<file path="src/rtl/uop_pkg.sv">
// Shared types and helpers for the uop_block datapath and its issue controller.
//
// Contents:
//   UOP_W / UOP_SHAMT_W : default datapath width and matching shift-amount width
//   uop_shamt_t         : shift-amount type for the default width
//   uop_lat()           : block latency = number of register stages enabled in
//                         ff_mask[len-1:0] (popcount). A parent builds the
//                         issue controller with LAT = uop_lat(FF_MASK, LEN).
package uop_pkg;

  localparam int UOP_W       = 32;
  localparam int UOP_SHAMT_W = $clog2(UOP_W);

  typedef logic [UOP_SHAMT_W-1:0] uop_shamt_t;

  function automatic int uop_lat(logic [31:0] ff_mask, int len);
    int n;
    n = 0;
    for (int i = 0; i < 32; i++) begin
      if ((i < len) && ff_mask[i]) begin
        n++;
      end
    end
    return n;
  endfunction

endpackage

</file>
<file path="src/rtl/uop_result_fifo.sv">
// Result buffer for the issue controller: synchronous FIFO with a registered
// head (first-word-fall-through) and a registered occupancy count.
//
// Parameters:
//   DW     word width (result, plus tag when tags are enabled)
//   DEPTH  number of entries, 2..16
// Ports:
//   clk         clock
//   rst_n       synchronous reset, active low
//   push        write push_data this cycle
//   push_data   word to write
//   pop         consume the head this cycle (only legal while head_valid)
//   head_valid  registered: head_data holds a valid word
//   head_data   registered oldest word; stable until popped
//   count       registered number of stored words (head included)
module uop_result_fifo #(
  parameter int  DW    = 32,
  parameter int  DEPTH = 4,
  localparam int CNT_W = $clog2(DEPTH + 1)
) (
  input  logic             clk,
  input  logic             rst_n,
  input  logic             push,
  input  logic [DW-1:0]    push_data,
  input  logic             pop,
  output logic             head_valid,
  output logic [DW-1:0]    head_data,
  output logic [CNT_W-1:0] count
);

  localparam int PW = $clog2(DEPTH);

  // Backing store behind the head register; read is registered into the head.
  logic [DW-1:0]    mem [DEPTH];
  logic [PW-1:0]    wr_ptr_reg;
  logic [PW-1:0]    rd_ptr_reg;
  logic [CNT_W-1:0] mem_count_reg;
  logic [CNT_W-1:0] count_reg;
  logic             head_valid_reg;
  logic [DW-1:0]    head_data_reg;

  logic head_take;
  logic load_mem;
  logic load_push;
  logic mem_wr;

  // The head slot is refilled whenever it is empty or being popped. The store
  // has priority (it holds older words); a push bypasses straight into the
  // head only when the store is empty, which keeps write-to-visible at one edge.
  assign head_take = !head_valid_reg || pop;
  assign load_mem  = head_take && (mem_count_reg != '0);
  assign load_push = head_take && (mem_count_reg == '0) && push;
  assign mem_wr    = push && !load_push;

  function automatic logic [PW-1:0] ptr_inc(logic [PW-1:0] p);
    return (p == PW'(DEPTH - 1)) ? '0 : p + 1'b1;
  endfunction

  always_ff @(posedge clk) begin
    if (mem_wr) begin
      mem[wr_ptr_reg] <= push_data;
    end
  end

  always_ff @(posedge clk) begin
    if (!rst_n) begin
      wr_ptr_reg     <= '0;
      rd_ptr_reg     <= '0;
      mem_count_reg  <= '0;
      count_reg      <= '0;
      head_valid_reg <= 1'b0;
      head_data_reg  <= '0;
    end else begin
      if (mem_wr) begin
        wr_ptr_reg <= ptr_inc(wr_ptr_reg);
      end
      if (load_mem) begin
        head_data_reg  <= mem[rd_ptr_reg];
        rd_ptr_reg     <= ptr_inc(rd_ptr_reg);
        head_valid_reg <= 1'b1;
      end else if (load_push) begin
        head_data_reg  <= push_data;
        head_valid_reg <= 1'b1;
      end else if (pop) begin
        head_valid_reg <= 1'b0;
      end
      mem_count_reg <= mem_count_reg + CNT_W'(mem_wr) - CNT_W'(load_mem);
      count_reg     <= count_reg + CNT_W'(push) - CNT_W'(pop);
    end
  end

  assign head_valid = head_valid_reg;
  assign head_data  = head_data_reg;
  assign count      = count_reg;

  // Credits upstream make both of these unreachable.
  a_no_pop_empty: assert property (@(posedge clk) disable iff (!rst_n)
    !(pop && !head_valid_reg));
  a_no_push_full: assert property (@(posedge clk) disable iff (!rst_n)
    !(push && (count_reg == CNT_W'(DEPTH))));

endmodule

</file>
<file path="src/rtl/uop_issue_ctrl.sv">
// Issue/collect controller for a fixed-latency, non-stallable uop_block.
// Operands arrive on a valid/ready stream and are registered onto blk_src /
// blk_shamt. A LAT+1 stage valid pipe marks when the block's blk_dst belongs
// to a launched operand; that value is written into a result FIFO. Launches are
// limited by credits (inflight + buffered < DEPTH) so a returning result always
// has a slot. Results leave in issue order on a valid/ready stream.
//
// Optional feature macro: UOP_ISSUE_TAG_EN adds in_tag/out_tag; the tag rides a
// parallel pipe and is stored beside its result.
//
// Ports:
//   clk, rst_n           clock; synchronous active-low reset
//   in_valid/in_ready    operand handshake; in_data, in_shamt (, in_tag)
//   blk_src, blk_shamt   registered operand to the block
//   blk_dst              block result, LAT clocks after blk_src
//   out_valid/out_ready  result handshake; out_data (, out_tag)
//   idle                 nothing in flight and nothing buffered
module uop_issue_ctrl
  import uop_pkg::*;
#(
  parameter int W     = 32,
  parameter int LAT   = 1,
  parameter int DEPTH = 4,
  parameter int TAG_W = 4
) (
  input  logic                 clk,
  input  logic                 rst_n,
  input  logic                 in_valid,
  output logic                 in_ready,
  input  logic [W-1:0]         in_data,
  input  logic [$clog2(W)-1:0] in_shamt,
`ifdef UOP_ISSUE_TAG_EN
  input  logic [TAG_W-1:0]     in_tag,
  output logic [TAG_W-1:0]     out_tag,
`endif
  output logic [W-1:0]         blk_src,
  output logic [$clog2(W)-1:0] blk_shamt,
  input  logic [W-1:0]         blk_dst,
  output logic                 out_valid,
  input  logic                 out_ready,
  output logic [W-1:0]         out_data,
  output logic                 idle
);

  localparam int SH_W  = $clog2(W);
  localparam int CNT_W = $clog2(DEPTH + 1);
`ifdef UOP_ISSUE_TAG_EN
  localparam int FW = W + TAG_W;
`else
  localparam int FW = W;
`endif

  if ((DEPTH < 2) || (DEPTH > 16) || (LAT < 0) || (TAG_W < 1)) begin : g_bad_param
    $error("uop_issue_ctrl: parameter out of range");
  end

  logic [W-1:0]     src_reg;
  logic [SH_W-1:0]  shamt_reg;
  logic [LAT:0]     vpipe_reg;
  logic [LAT:0]     vpipe_next;
  logic [CNT_W-1:0] inflight_reg;
  logic [CNT_W-1:0] fifo_count;
  logic [CNT_W:0]   occ;
  logic             accept;
  logic             push;
  logic             pop;
  logic [FW-1:0]    push_word;
  logic [FW-1:0]    head_word;

  // Credits come only from registered counters, so out_ready never reaches
  // in_ready combinationally; a pop returns its credit one cycle later.
  assign occ      = {1'b0, inflight_reg} + {1'b0, fifo_count};
  assign in_ready = rst_n && (occ < (CNT_W + 1)'(DEPTH));
  assign idle     = (occ == '0);
  assign accept   = in_valid && in_ready;
  assign push     = vpipe_reg[LAT];
  assign pop      = out_valid && out_ready;

  // Valid pipe: stage 0 flags the operand now on blk_src; stage LAT flags the
  // matching value on blk_dst.
  assign vpipe_next[0] = accept;
  for (genvar gi = 1; gi <= LAT; gi++) begin : g_vpipe
    assign vpipe_next[gi] = vpipe_reg[gi-1];
  end

  always_ff @(posedge clk) begin
    if (!rst_n) begin
      src_reg      <= '0;
      shamt_reg    <= '0;
      vpipe_reg    <= '0;
      inflight_reg <= '0;
    end else begin
      if (accept) begin
        src_reg   <= in_data;
        shamt_reg <= in_shamt;
      end
      vpipe_reg    <= vpipe_next;
      inflight_reg <= inflight_reg + CNT_W'(accept) - CNT_W'(push);
    end
  end

  assign blk_src   = src_reg;
  assign blk_shamt = shamt_reg;

`ifdef UOP_ISSUE_TAG_EN
  // Tag pipe mirrors vpipe: stage 0 is loaded on accept, then shifts each cycle.
  logic [TAG_W-1:0] tpipe_reg [LAT+1];

  always_ff @(posedge clk) begin
    if (!rst_n) begin
      for (int i = 0; i <= LAT; i++) begin
        tpipe_reg[i] <= '0;
      end
    end else begin
      if (accept) begin
        tpipe_reg[0] <= in_tag;
      end
      for (int i = 1; i <= LAT; i++) begin
        tpipe_reg[i] <= tpipe_reg[i-1];
      end
    end
  end

  assign push_word = {tpipe_reg[LAT], blk_dst};
  assign out_tag   = head_word[FW-1:W];
`else
  assign push_word = blk_dst;
`endif

  uop_result_fifo #(
    .DW    (FW),
    .DEPTH (DEPTH)
  ) u_fifo (
    .clk        (clk),
    .rst_n      (rst_n),
    .push       (push),
    .push_data  (push_word),
    .pop        (pop),
    .head_valid (out_valid),
    .head_data  (head_word),
    .count      (fifo_count)
  );

  assign out_data = head_word[W-1:0];

endmodule

</file>
<file path="config.mk">
export PLATFORM = sky130hd
export DESIGN_NAME = uop_issue_ctrl
export DESIGN_NICKNAME = d
export VERILOG_FILES = /design/src/rtl/uop_pkg.sv /design/src/rtl/uop_result_fifo.sv /design/src/rtl/uop_issue_ctrl.sv
export SDC_FILE = /design/constraint.sdc
export NUM_CORES = 1
export LEC_CHECK = 0
export BUFFER_PORTS_ARGS = -buffer_cell sky130_fd_sc_hd__buf_2
export CAP_MARGIN = 0
export CORE_MARGIN = 1
export CORE_UTILIZATION = 40
export DETAILED_ROUTE_END_ITERATION = 7
export GPL_TIMING_DRIVEN = 1
export HOLD_SLACK_MARGIN = 0.06
export SLEW_MARGIN = 20
export SYNTH_ARGS = -nofsm -noshare
export SYNTH_HDL_FRONTEND = slang
export SYNTH_SLANG_ARGS = --single-unit
</file>
<file path="constraint.sdc">
create_clock -name clk -period 3.3 [get_ports clk]
set_input_delay 0.165 -clock clk [delete_from_list [all_inputs] [get_ports clk]]
set_output_delay 0.165 -clock clk [all_outputs]
set_load 0.01 [all_outputs]
</file>
# After elaboration in Yosys (flattened, before gate mapping)
# Memory sizes are Yosys's and may differ from the RTL's. A register that Yosys moved wholly into a read port is not among the register bits.
# Index checks and enable logic that the tools add are counted.
[word_totals] word_cells=49 n_memories=1 input_bits=73 regBits=85 mem_bits_ro=0 output_inout_bits=72 ram_bits=128 latchBits=0
[classes] n_addsub=9 shifts=0 div=0 muxes=11 magnitude_cmp=1 n_eq_ne=2 n_bitwise=0 n_reduce_logical=15 mul=0
[memory_table] name="u_fifo.mem" words=4 width=32 rd=1 rd_ports_with_merged_regs=1 wr=1 line="uop_result_fifo.sv:34" source="logic [DW-1:0] mem [DEPTH];"
[op_table] cell="two-way mux 32 bit" count=2
[op_table] cell="adder 3 x 1 -> 3 bit" count=3
[op_table] cell="subtractor 3 x 1 -> 3 bit" count=3
[op_table] cell="two-way mux 2 bit" count=4
[op_table] cell="logical AND 1 bit" count=7
[op_table] cell="nonzero test 3 bit" count=2
[op_table] cell="two-way mux 1 bit" count=5
[op_table] cell="adder 2 x 1 -> 2 bit, second input constant" count=2
[op_table] cell="adder 3 x 3 -> 4 bit" count=1
[op_table] cell="equality test 2 bit, second input constant" count=2
[op_table] cell="zero test 4 bit" count=1
[op_table] cell="< comparator 4 x 3 -> 1 bit, second input constant" count=1
[op_table] cell="zero test 3 bit" count=1
[op_table] cell="zero test 1 bit" count=2
[op_table] cell="nonzero test 2 bit" count=1
[op_table] cell="logical OR 1 bit" count=1

# Logic depth before layout (Yosys ltp)
# Gate-level depths: netlist of run 1.
[logic_depth] ltp_word=8 ltp_mapped=12 ltp_nobuf=12

# By module
# Synthesis of run 1 repeated with hierarchy kept, for this count alone.
[hier_totals] cells_unflattened=611 area_unflattened_um2=8552.0
[by_module_without_submodules] mod="uop_result_fifo" seq_area_each_um2=4744.6 cells_per_inst=417 area_per_inst_um2=6715.2 instances=1
[by_module_without_submodules] mod="uop_issue_ctrl" seq_area_each_um2=840.8 cells_per_inst=194 area_per_inst_um2=1836.8 instances=1

# Least setup slack after synthesis of run 1
# Ideal clock, no wire load.
[synth_path] path_kind="reg-to-reg" start="register inflight_reg[0]" end="register inflight_reg[2]" n_path_buf=0 arrival_ns=2.536 stages_incl_launch_ff=13 path_slack_ns=0.649 setup_ns=0.115 period_less_slack_ns=2.651 required_ns=3.185 cell_sequence="dfxtp_1 > ha_1 > fa_1 > nor2_1 > a21oi_1 > or3_1 > ha_1 > inv_1 > ha_1 > inv_1 > fa_1 > xnor2_1 > and2_1"
[synth_via] elab_chain_cells=6
[synth_lines] element="from (decl)" line="uop_issue_ctrl.sv:61" source="logic [CNT_W-1:0] inflight_reg;"
[synth_lines] element="from (signal assigned)" line="uop_issue_ctrl.sv:98" source="inflight_reg <= inflight_reg + CNT_W'(accept) - CNT_W'(push);"
[synth_lines] element="adder 3 x 3 -> 4 bit" line="uop_issue_ctrl.sv:72" source="assign occ = {1'b0, inflight_reg} + {1'b0, fifo_count};"
[synth_lines] element="< comparator 4 x 3 -> 1 bit" line="uop_issue_ctrl.sv:73" source="assign in_ready = rst_n && (occ < (CNT_W + 1)'(DEPTH));"
[synth_lines] element="logical AND 1 bit" line="uop_issue_ctrl.sv:73"
[synth_lines] element="logical AND 1 bit" line="uop_issue_ctrl.sv:75" source="assign accept = in_valid && in_ready;"
[synth_lines] element="adder 3 x 1 -> 3 bit *" line="uop_issue_ctrl.sv:98"
[synth_lines] element="subtractor 3 x 1 -> 3 bit *" line="uop_issue_ctrl.sv:98"
# Every way passes the cells marked *; elsewhere a longest branch is shown, timed or not.
# A chain may end at the register's enable or synchronous reset.

# Worst setup path after layout of run 1
# Ends and elaborated chain as after synthesis.

==> reports/metrics.cfg, run 1 <==
[outcome]
outcome=complete, no violations

[synth]
synth_area_leader_cell=edfxtp_1
yosys_warnings=0
yosysTopAreaCellShare_pct=44.4
ys.flop_type=edfxtp_1
yosys_register_bits=215
synth_fp_nets=673
synth.most_common_cell=edfxtp_1
syn_area_um2=8650
synth-edff-count=128
netlist_top_cells_count=edfxtp_1, dfxtp_1, nand2_1, mux2i_1, or3_1
async_flop_share_pct=0
syn_inst=582
yosysUniqueCellTypes=38
seq_area_frac_synth_pct=64.6
syn_area_per_cell_um2=14.9
synth.area.top_cells=edfxtp_1, dfxtp_1, mux4_2

[critical_path]
rr_endpoint=inflight_reg[2]$_SDFF_PN0_
cp-start-kind=flip-flop
rr_worst_depth=12
critPathArrivalTime_ns=3.20
r2r-start=inflight_reg[0]$_SDFF_PN0_
cp_data_required_time_ns=3.69
crit_start=inflight_reg[0]$_SDFF_PN0_
worstSetupEndpoint=inflight_reg[2]$_SDFF_PN0_
crit_fanout=4
end_kind=flip-flop
reg2reg_slack_ns=0.49
worstSetupPathType=flip-flop to flip-flop

[pwr]
p_int_mw=6.18
power_density_nw_per_um2=793
power.leakage_nw=4.39
clkPwrFrac_pct=28.1
netSwitchingFraction_pct=29.6
p_sw_mw=2.61
ir_drop_mv=0.335
combinationalPowerShare_pct=31.7
seq_power_share_pct=40.2

[finish]
fin_cells=1087
antenna_cells=0
n_fill_cell=1740
drive_gt1_share_pct=28.8
final_nets=887
largest_reg_flops=128
final_cell_area_um2=11100
area_delta_synth_final_pct=28.2
fin_util_pct=52.6

[timing]
tightestPinTransition_ns=0.656
finalCriticalPeriod_ns=2.81
max_slew_margin_pct=56.3
finalHoldViolations=0
setup_viol=0
whs_ns=0.196
grt_setup_unrepaired=no
setup-tns-final_ns=0
post-route-period-util_pct=85.2
fin_worst_skew_ns=0.0139
maxSlewViolCount=0
max_freq_mhz=356

[grt]
grt_pass1_vias=5893
grt_util_all_layers_pct=17.7
grt_pass1_wl_um=30700
grt_max_degree=76
antenna_found_initial=0
gr-total-overflow=0

[floorplanning]
ios=145
core.rowCount=53
dieArea_um2=22200
start_util_pct=41.0
die_x_um=149
die_h_um=149
core_um2=21100

[routing]
drtAntennaViolNets=0
drt-vias-per-instance=5.10
drt-pass1-iter-count=6
route.vias.total=5544
drtIter0Drc=265
detail_route.wl_per_cell_um=17.6
wl_met1_um=8020
wl_met3_um=1280
drc=0
routed_wl_um=19100
wl_met2_um=9530
route.top_layer_used=met4

[clock_tree]
cts_buffers=23
cts_tree=yes
clkLatencyLatePin_ns=0.49
htreeDepth=1
clock-sinks=215
cts.path.max_buffers=3
path_clk_slew_ns=0.06
root_buffer=clkbuf_16

[place]
place.gp.congestion=0.731
placedCellCount=975
dp_hpwl_um=11600
portBuffers=144
place_area_um2=9660

[hold_path]
hp-class=input port to flip-flop

[run]
maxCapViolations=0

## kinds of logic (layout without fill, tap and decap cells)
group,count (synthesis),in the layout,synth area share (%)
buf+inv,56,286,3.24
fa+ha+maj,18,18,2.95
flops,215,215,64.6
compound gates,73,73,7.68
simple gates,143,143,8.03
mux,71,71,12.9
xor+xnor,6,6,0.607
## power groups by stage
| stage | logic, mW | registers [mW] | clock network, mW |
|---|---|---|---|
| 4_1_cts | 2.83 | 3.54 | 2.54 |
| 2_1_floorplan | 1.87 | 3.66 | 0 |
| 3_3_place_gp | 2.68 | 3.57 | 0 |
| 6_report | 2.79 | 3.54 | 2.47 |
| 3_5_place_dp | 2.76 | 3.59 | 0 |
| 5_1_grt | 3.08 | 3.59 | 2.65 |
## layout by cell type, fill, tap and decap left out, types with 2 or more instances in the layout
cell type | synthesis | final
xnor2_1 | 5 | 5
ha_1 | 14 | 14
nand2_1 | 78 | 78
mux4_1 | 2 | 2
nand3_1 | 3 | 3
or3_1 | 34 | 34
o2111a_1 | 32 | 32
and2_2 | 0 | 4
buf_2 | 1 | 143
a21o_1 | 32 | 32
and2_1 | 14 | 10
a21oi_1 | 2 | 2
clkinv_2 | 0 | 6
nor2b_1 | 4 | 3
clkbuf_16 | 0 | 23
bufinv_16 | 0 | 2
nor2_1 | 2 | 2
clkbuf_8 | 0 | 2
fa_1 | 4 | 4
dlygate4sd3_1 | 0 | 71
clkbuf_1 | 31 | 7
mux4_2 | 30 | 30
dfxtp_1 | 87 | 86
buf_12 | 3 | 2
or4_1 | 2 | 2
buf_4 | 3 | 17
mux2i_1 | 39 | 39
o21ai_0 | 2 | 2
edfxtp_1 | 128 | 128
inv_1 | 12 | 12
## worst min-delay path by stage
| stage | from | to | slack (ns) | cells after the start |
|---|---|---|---|---|
| 2_1_floorplan | blk_dst[0] | u_fifo.mem[0][0]$_DFFE_PP_ | 0.26 | 0 |
| 3_3_place_gp | blk_dst[21] | u_fifo.mem[0][21]$_DFFE_PP_ | 0.40 | 1 |
| 3_5_place_dp | blk_dst[29] | u_fifo.mem[0][29]$_DFFE_PP_ | 0.41 | 1 |
| 4_1_cts | out_ready | u_fifo.wr_ptr_reg[1]$_SDFFE_PN0P_ | 0.19 | 4 |
| 5_1_grt | out_ready | u_fifo.wr_ptr_reg[1]$_SDFFE_PN0P_ | 0.22 | 4 |
| 6_report | out_ready | u_fifo.wr_ptr_reg[1]$_SDFFE_PN0P_ | 0.20 | 4 |
## per-layer routing
metal  global-route usage [%]  vias to the layer above
met1                     21.9                     2726
met2                     31.6                      182
met5                        0                        -
met3                     3.55                       24
li1                         -                     2612
met4                     4.08                        0
## per-stage QoR
stage                     power [mW]  setup WS [ns]
after CTS                       8.90          0.494
after global placement          6.24          0.561
after detailed placement        6.34          0.512
after global routing            9.32          0.313
final                           8.79          0.488
after floorplan                 5.53          0.649
## repair_timing
item                      CTS  global route
setup buffers               0             0
resized for setup           0             0
hold buffers               71             0
hold endpoints to repair  198             0
## critical path: stages (launching register included)
cell     delay [ns]
dfxtp_1        0.32
ha_1           0.22
fa_1           0.41
nor2_1         0.12
a21oi_1        0.09
or3_1          0.37
ha_1           0.29
inv_1          0.05
ha_1           0.14
inv_1          0.05
fa_1           0.37
xnor2_1        0.13
and2_1         0.15
## final cells by class
cell class	instances	area, µm²	area share (%)
clock buffer	32	629	5.67
clock inverter	9	93.8	0.846
inverter	12	45.0	0.406
multi-input combinational	311	2800	25.2
sequential	215	5590	50.4
tap	275	344	3.10
timing repair buffer	233	1590	14.4
Power figures use the tool's default switching activity.
==> run 2: changes to the inputs <==
clock period = 3.2 ns   (was 3.3 ns; I/O delays follow)
==> run 2 against run 1 <==
  * Non-clock buffer count grew 2
  * Combinational power grew 3%
  * Clock power grew 2%
==> reports/metrics.cfg, run 2 (synthesized netlist as in run 1, its figures left out) <==
[timing]
finalCriticalPeriod_ns=2.87  ; was 2.81 ns
maxSlewViolCount=0  ; unchanged
max_freq_mhz=349  ; was 356 MHz
max_slew_margin_pct=56.1  ; was 56.3%
setup_viol=0  ; unchanged
setup-tns-final_ns=0  ; unchanged
grt_setup_unrepaired=no  ; unchanged
finalHoldViolations=0  ; unchanged
whs_ns=0.200  ; was 0.196 ns
tightestPinTransition_ns=0.658  ; was 0.656 ns
fin_worst_skew_ns=0.00634  ; was 0.0139 ns
post-route-period-util_pct=89.6  ; was 85.2%

[hold_path]
min_from=out_ready  ; unchanged
min_to=u_fifo.wr_ptr_reg[1]$_SDFFE_PN0P_  ; unchanged
whs_path_depth=4  ; unchanged
hp-class=input port to flip-flop  ; unchanged

[routing]
drtAntennaViolNets=0  ; unchanged
detail_route.wl_per_cell_um=17.7  ; was 17.6 µm
drt-vias-per-instance=5.12  ; was 5.10
drc=0  ; unchanged
drt-pass1-iter-count=4  ; was 6
route.vias.total=5575  ; was 5,544
drtIter0Drc=238  ; was 265
routed_wl_um=19200  ; was 19,100 µm

[clock_tree]
ctsResizeCount=0  ; unchanged
cts_tree=yes  ; unchanged
cts_buffers=22  ; was 23
htreeDepth=1  ; unchanged
clkLatencyLatePin_ns=0.50  ; was 0.49 ns
path_clk_slew_ns=0.06  ; about the same
clock-sinks=215  ; unchanged
root_buffer=clkbuf_16  ; unchanged
cts.path.max_buffers=3  ; unchanged
post_cts_buffers=0  ; unchanged

[outcome]
outcome=complete, no violations  ; unchanged

[critical_path]
cp_data_required_time_ns=3.59  ; was 3.69 ns
max_stage_delay_ns=0.41  ; about the same
end_kind=flip-flop  ; unchanged
cp_cell_sequence=ha_1 -> fa_1 -> nor2_1 -> a21oi_1 -> or3_1 -> ha_1 -> inv_1 -> ha_1 -> inv_1 -> fa_1 -> xnor2_1 -> and2_1  ; unchanged
cp-start-kind=flip-flop  ; unchanged
reg2reg_slack_ns=0.33  ; was 0.49 ns
cpMaxStageDelayCell=fa_1  ; unchanged
crit_fanout=4  ; unchanged
rr_endpoint=inflight_reg[2]$_SDFF_PN0_  ; unchanged
cp_top_family=adder cells  ; unchanged
critPathBufInv=2  ; unchanged
crit_top_cell=ha_1  ; unchanged
critPathArrivalTime_ns=3.25  ; was 3.20 ns
rr_worst_depth=12  ; unchanged
worstSetupPathType=flip-flop to flip-flop  ; unchanged
r2r-start=inflight_reg[0]$_SDFF_PN0_  ; unchanged

[pwr]
p_int_mw=6.34  ; was 6.18 mW
ir_drop_mv=0.373  ; was 0.335 mV
p_sw_mw=2.69  ; was 2.61 mW
netSwitchingFraction_pct=29.8  ; was 29.6%
seq_power_share_pct=40.4  ; was 40.2%
clkPwrFrac_pct=28.0  ; was 28.1%
power_density_nw_per_um2=815  ; was 793 nW/µm²
combinationalPowerShare_pct=31.7  ; about the same
power.leakage_nw=4.38  ; was 4.39 nW

[place]
place.gp.congestion=0.733  ; was 0.731
portBuffers=144  ; unchanged
dp_hpwl_um=11500  ; was 11,600 µm

[grt]
grt_pass1_vias=5976  ; was 5,893
grt_max_degree=76  ; unchanged
antenna_found_initial=0  ; unchanged
grt_pass1_wl_um=30900  ; was 30,700 µm
grt_util_all_layers_pct=17.8  ; was 17.7%
gr-total-overflow=0  ; unchanged

[finish]
final_nets=888  ; was 887
fin_util_pct=52.6  ; about the same
antenna_cells=0  ; unchanged
n_fill_cell=1696  ; was 1,740
layout_commonest_cell=buf_2  ; unchanged
largest_reg_flops=128  ; unchanged
layout_common_cells=buf_2, edfxtp_1, dfxtp_1  ; unchanged
area_delta_synth_final_pct=28.3  ; was 28.2%
drive_gt1_share_pct=28.8  ; about the same

[floorplanning]
ios=145  ; unchanged
start_util_pct=41.0  ; unchanged
dieArea_um2=22200  ; unchanged
die_h_um=149  ; unchanged
core.rowCount=53  ; unchanged
die_x_um=149  ; unchanged
core_um2=21100  ; unchanged

[run]
maxCapViolations=0  ; unchanged

run 2: routing by layer:
metal	wire, µm	GRT usage, %
met1	8200	22.1
met2	9610	32.1
met3	1130	3.39
met4	266	3.72
met5	0	0
run 2: worst register-to-register path, stage by stage, from the launching register on:
cell and delay (ns):
dfxtp_1 0.32, ha_1 0.23, fa_1 0.41, nor2_1 0.12, a21oi_1 0.08, or3_1 0.38, ha_1 0.30, inv_1 0.06
ha_1 0.13, inv_1 0.05, fa_1 0.38, xnor2_1 0.14, and2_1 0.16
run 2: layout make-up:
class	instances	area (µm²)	area share, %
multi-input cells	311	2800	25.2
inverters	12	45.0	0.406
well taps	275	344	3.10
clock buffers	29	608	5.48
repair buffers	235	1610	14.5
clock inverters	11	105	0.947
flip-flops and latches	215	5590	50.3
run 2: through the flow:
stage               std cells  area (µm²)  power (mW)  worst slack [ns]
floorplan                 582        8650        5.70             0.549
global route             1088       11100        9.55             0.151
detailed placement        977        9670        6.53             0.337
finish                   1088       11100        9.04             0.333
global placement          977        9670        6.44             0.472
CTS                      1088       11100        9.15             0.319
run 2: how the worst max path moves through the flow:
stage,end,cells after the start,slack (ns),from
6_report,inflight_reg[2]$_SDFF_PN0_,12,0.33,inflight_reg[0]$_SDFF_PN0_
5_1_grt,inflight_reg[2]$_SDFF_PN0_,12,0.15,inflight_reg[0]$_SDFF_PN0_
4_1_cts,inflight_reg[2]$_SDFF_PN0_,12,0.32,inflight_reg[0]$_SDFF_PN0_
3_5_place_dp,inflight_reg[2]$_SDFF_PN0_,12,0.34,inflight_reg[0]$_SDFF_PN0_
3_3_place_gp,inflight_reg[2]$_SDFF_PN0_,12,0.47,inflight_reg[0]$_SDFF_PN0_
2_1_floorplan,inflight_reg[2]$_SDFF_PN0_,12,0.55,inflight_reg[0]$_SDFF_PN0_
run 2: power groups by stage:
| stage | Sequential (mW) | Combinational [mW] | Clock [mW] |
|---|---|---|---|
| after CTS | 3.66 | 2.91 | 2.59 |
| after global routing | 3.71 | 3.15 | 2.69 |
| after detailed placement | 3.70 | 2.83 | 0 |
| after floorplan | 3.77 | 1.93 | 0 |
| final | 3.65 | 2.86 | 2.53 |
| after global placement | 3.68 | 2.76 | 0 |
run 2: what timing repair did:
action	in CTS	in global routing
hold buffers	71	0
setup endpoints to repair	0	0
hold endpoints to repair	198	0
==> run 3: changes to the inputs <==
SYNTH_HIERARCHICAL = 1   (was unset)
==> run 3 against run 2 <==
  * Non-clock buffer count fell by 6
  * Maximum frequency fell by 4.5%
  * Hold slack better by 0.13 ns
  * Cell count rose by 2.5%
  * Area after synthesis fell by 1.1%
  * Via count up 2.7%
  * First-iteration DRC count up 20%
  * Flip-flop and latch count did not move
  * Die area fell by 1.1%
  * Critical path type unchanged
  * Largest power group unchanged
==> reports/metrics.cfg, run 3 <==
[synth]
synth_compound_area_share_pct=6.89  ; was 7.68%
synth_top_family_by_area=multiplexers  ; unchanged
synth.area.top_cells=edfxtp_1, dfxtp_1, mux4_2  ; unchanged
netlist_top_cells_count=edfxtp_1, dfxtp_1, nand2_1, a21oi_1, mux2i_1  ; was edfxtp_1, dfxtp_1, nand2_1, mux2i_1, or3_1
ys.flop_type=edfxtp_1  ; unchanged
synthSimpleGateAreaFrac_pct=7.93  ; was 8.03%
muxShareOfSynthArea_pct=12.8  ; was 12.9%
yosys_register_bits=215  ; unchanged
synth-edff-count=128  ; unchanged
seq_area_frac_synth_pct=65.3  ; was 64.6%
syn_area_um2=8550  ; was 8650 µm²
yosysTopAreaCellShare_pct=44.9  ; was 44.4%
syn_area_per_cell_um2=14.0  ; was 14.9 µm²
syn_inst=611  ; was 582
yosys_warnings=6  ; was 0
synth_fp_nets=701  ; was 673
synth_area_leader_cell=edfxtp_1  ; unchanged
synth-xor-area-share_pct=0.614  ; was 0.607%
async_flop_share_pct=0  ; unchanged
yosysUniqueCellTypes=41  ; was 38
synth.most_common_cell=edfxtp_1  ; unchanged
synthAdderAreaFrac_pct=2.84  ; was 2.95%

[timing]
setup_viol=0  ; unchanged
maxSlewViolCount=0  ; unchanged
fin_worst_skew_ns=0.00821  ; was 0.00634 ns
grt_setup_unrepaired=no  ; unchanged
max_slew_margin_pct=36.5  ; was 56.1%
tightestPinTransition_ns=0.953  ; was 0.658 ns
max_freq_mhz=333  ; was 349 MHz
post-route-period-util_pct=93.8  ; was 89.6%
finalHoldViolations=0  ; unchanged
finalCriticalPeriod_ns=3.00  ; was 2.87 ns
setup_slack_ns=0.197  ; was 0.333 ns
setup-tns-final_ns=0  ; unchanged

[floorplanning]
die_h_um=148  ; was 149 µm
dieArea_um2=22000  ; was 22,200 µm²
die_x_um=148  ; was 149 µm
start_util_pct=40.7  ; was 41.0%
ios=145  ; unchanged
core_um2=21000  ; was 21,100 µm²
core.rowCount=53  ; unchanged

[finish]
fin_cells=1115  ; was 1,088
largest_reg_flops=128  ; unchanged
layout_common_cells=buf_2, edfxtp_1, dfxtp_1  ; unchanged
layout_commonest_cell=buf_2  ; unchanged
final_nets=914  ; was 888
drive_gt1_share_pct=28.2  ; was 28.8%
antenna_cells=0  ; unchanged
area_delta_synth_final_pct=28.7  ; was 28.3%
final_cell_area_um2=11000  ; was 11,100 µm²

[routing]
wl_met1_um=8240  ; was 8200 µm
routed_wl_um=19800  ; was 19,200 µm
route.top_layer_used=met4  ; unchanged
detail_route.wl_per_cell_um=17.8  ; was 17.7 µm
route.vias.total=5723  ; was 5,575
drtAntennaViolNets=0  ; unchanged
drt-pass1-iter-count=5  ; was 4
drtIter0Drc=285  ; was 238
wl_met3_um=1410  ; was 1130 µm
wl_met2_um=9870  ; was 9610 µm
drc=0  ; unchanged
drt-vias-per-instance=5.13  ; was 5.12

[run]
maxCapViolations=0  ; unchanged

[clock_tree]
clock-sinks=215  ; unchanged
path_clk_slew_ns=0.06  ; about the same
root_buffer=clkbuf_16  ; unchanged
cts.path.max_buffers=3  ; unchanged
htreeDepth=1  ; unchanged
cts_buffers=23  ; was 22
cts_tree=yes  ; unchanged
clkLatencyLatePin_ns=0.49  ; was 0.50 ns

[critical_path]
critPathBufInv=2  ; unchanged
crit_top_cell=ha_1  ; unchanged
crit_fanout=4  ; unchanged
cp_data_required_time_ns=3.58  ; was 3.59 ns
cpMaxStageDelayCell=or3_2  ; was fa_1
cp_top_family=adder cells  ; unchanged
critPathArrivalTime_ns=3.39  ; was 3.25 ns
cp-start-kind=flip-flop  ; unchanged
end_kind=flip-flop  ; unchanged
cp_cell_sequence=ha_1 -> fa_2 -> nor2_1 -> a31oi_1 -> or3_2 -> ha_1 -> inv_1 -> ha_1 -> inv_1 -> fa_1 -> xnor2_1 -> xnor2_1 -> and2_1  ; was ha_1 -> fa_1 -> nor2_1 -> a21oi_1 -> or3_1 -> ha_1 -> inv_1 -> ha_1 -> inv_1 -> fa_1 -> xnor2_1 -> and2_1
max_stage_delay_ns=0.47  ; was 0.41 ns
worstSetupPathType=flip-flop to flip-flop  ; unchanged

[grt]
grt_util_all_layers_pct=18.1  ; was 17.8%
grt_max_degree=117  ; was 76
antenna_found_initial=0  ; unchanged
gr-total-overflow=0  ; unchanged
grt_pass1_vias=5952  ; was 5,976
grt_pass1_wl_um=30900  ; about the same

[place]
place.gp.congestion=0.741  ; was 0.733
placedCellCount=1002  ; was 977
dp_hpwl_um=11500  ; about the same
place_ws_ns=0.118  ; was 0.337 ns
portBuffers=144  ; unchanged
place_area_um2=9510  ; was 9670 µm²

[hold_path]
hp-class=input port to flip-flop  ; unchanged

[pwr]
ir_drop_mv=0.336  ; was 0.373 mV
power_density_nw_per_um2=855  ; was 815 nW/µm²
power.leakage_nw=4.24  ; was 4.38 nW
power_mw=9.41  ; was 9.04 mW

[outcome]
outcome=complete, no violations  ; unchanged

-- run 3: cell count changes after synthesis, sizes merged, moves of 2 or more --
| cell | previous run | this run |
|---|---|---|
| o21ai | 2 | 34 |
| buf | 12 | 26 |
| o21a | 0 | 2 |
| clkbuf | 32 | 15 |
| o2111a | 32 | 0 |
| or3 | 34 | 4 |
| nand3 | 3 | 33 |
| a21boi | 3 | 6 |
| a21oi | 2 | 64 |
| nand2 | 78 | 82 |
| a21o | 32 | 1 |
| mux2i | 39 | 37 |
| inv | 12 | 9 |
| or4 | 2 | 0 |
-- run 3: logic make-up after synthesis --
family / Yosys count
flops: 215
simple gates: 144
compound gates: 110
mux: 69
buf+inv: 50
fa+ha+maj: 17
xor+xnor: 6
-- run 3: repair_timing --
| action | CTS | global route |
|---|---|---|
| hold buffers | 72 | 0 |
| hold endpoints to repair | 198 | 0 |
| endpoints found under the setup margin | 0 | 1 |
| resized for setup | 0 | 1 |
| setup buffers | 0 | 0 |
-- run 3: tightest hold or removal path: stages --
cell	delay, ns
buf_2	0.08
and2_1	0.15
nor2b_1	0.11
o31a_1	0.28
-- run 3: path summary, 6_finish.rpt --
check	start	to	slack, ns	cells after the start
min reg2reg	vpipe_reg[0]$_SDFF_PN0_	vpipe_reg[1]$_SDFF_PN0_	0.44	1
min	out_ready	u_fifo/head_valid$_SDFFE_PN0P_	0.33	4
max	inflight_reg[0]$_SDFF_PN0_	inflight_reg[2]$_SDFF_PN0_	0.20	13
max reg2reg	inflight_reg[0]$_SDFF_PN0_	inflight_reg[2]$_SDFF_PN0_	0.20	13
-- run 3: layer usage --
layer / GRT usage (%) / up-vias
met5: 0 / -
met4: 4.54 / 0
met3: 3.71 / 25
met2: 31.5 / 201
met1: 23.0 / 2825
li1: - / 2672
-- run 3: metrics by stage --
stage               utilization, %  hold WS [ns]
global placement              45.2         0.389
finish                        52.4         0.332
global route                  52.4         0.339
floorplan                        -         0.259
detailed placement            45.2         0.400
CTS                           52.3         0.317
-- run 3: layout make-up --
| type | count | area (µm²) |
|---|---|---|
| fill | 1740 | 10000 |
| sequential | 215 | 5590 |
| multi-input combinational | 346 | 2670 |
| timing repair buffer | 229 | 1600 |
| clock buffer | 30 | 622 |
| tap | 275 | 344 |
| clock inverter | 11 | 155 |
| inverter | 9 | 33.8 |
-- run 3: report_power, final --
group | switching [mW] | internal [mW] | leakage (nW)
clock network | 1.03 | 1.69 | 0.379
logic | 1.62 | 1.34 | 1.99
registers | 0.362 | 3.38 | 1.87
total | 3.01 | 6.40 | 4.24
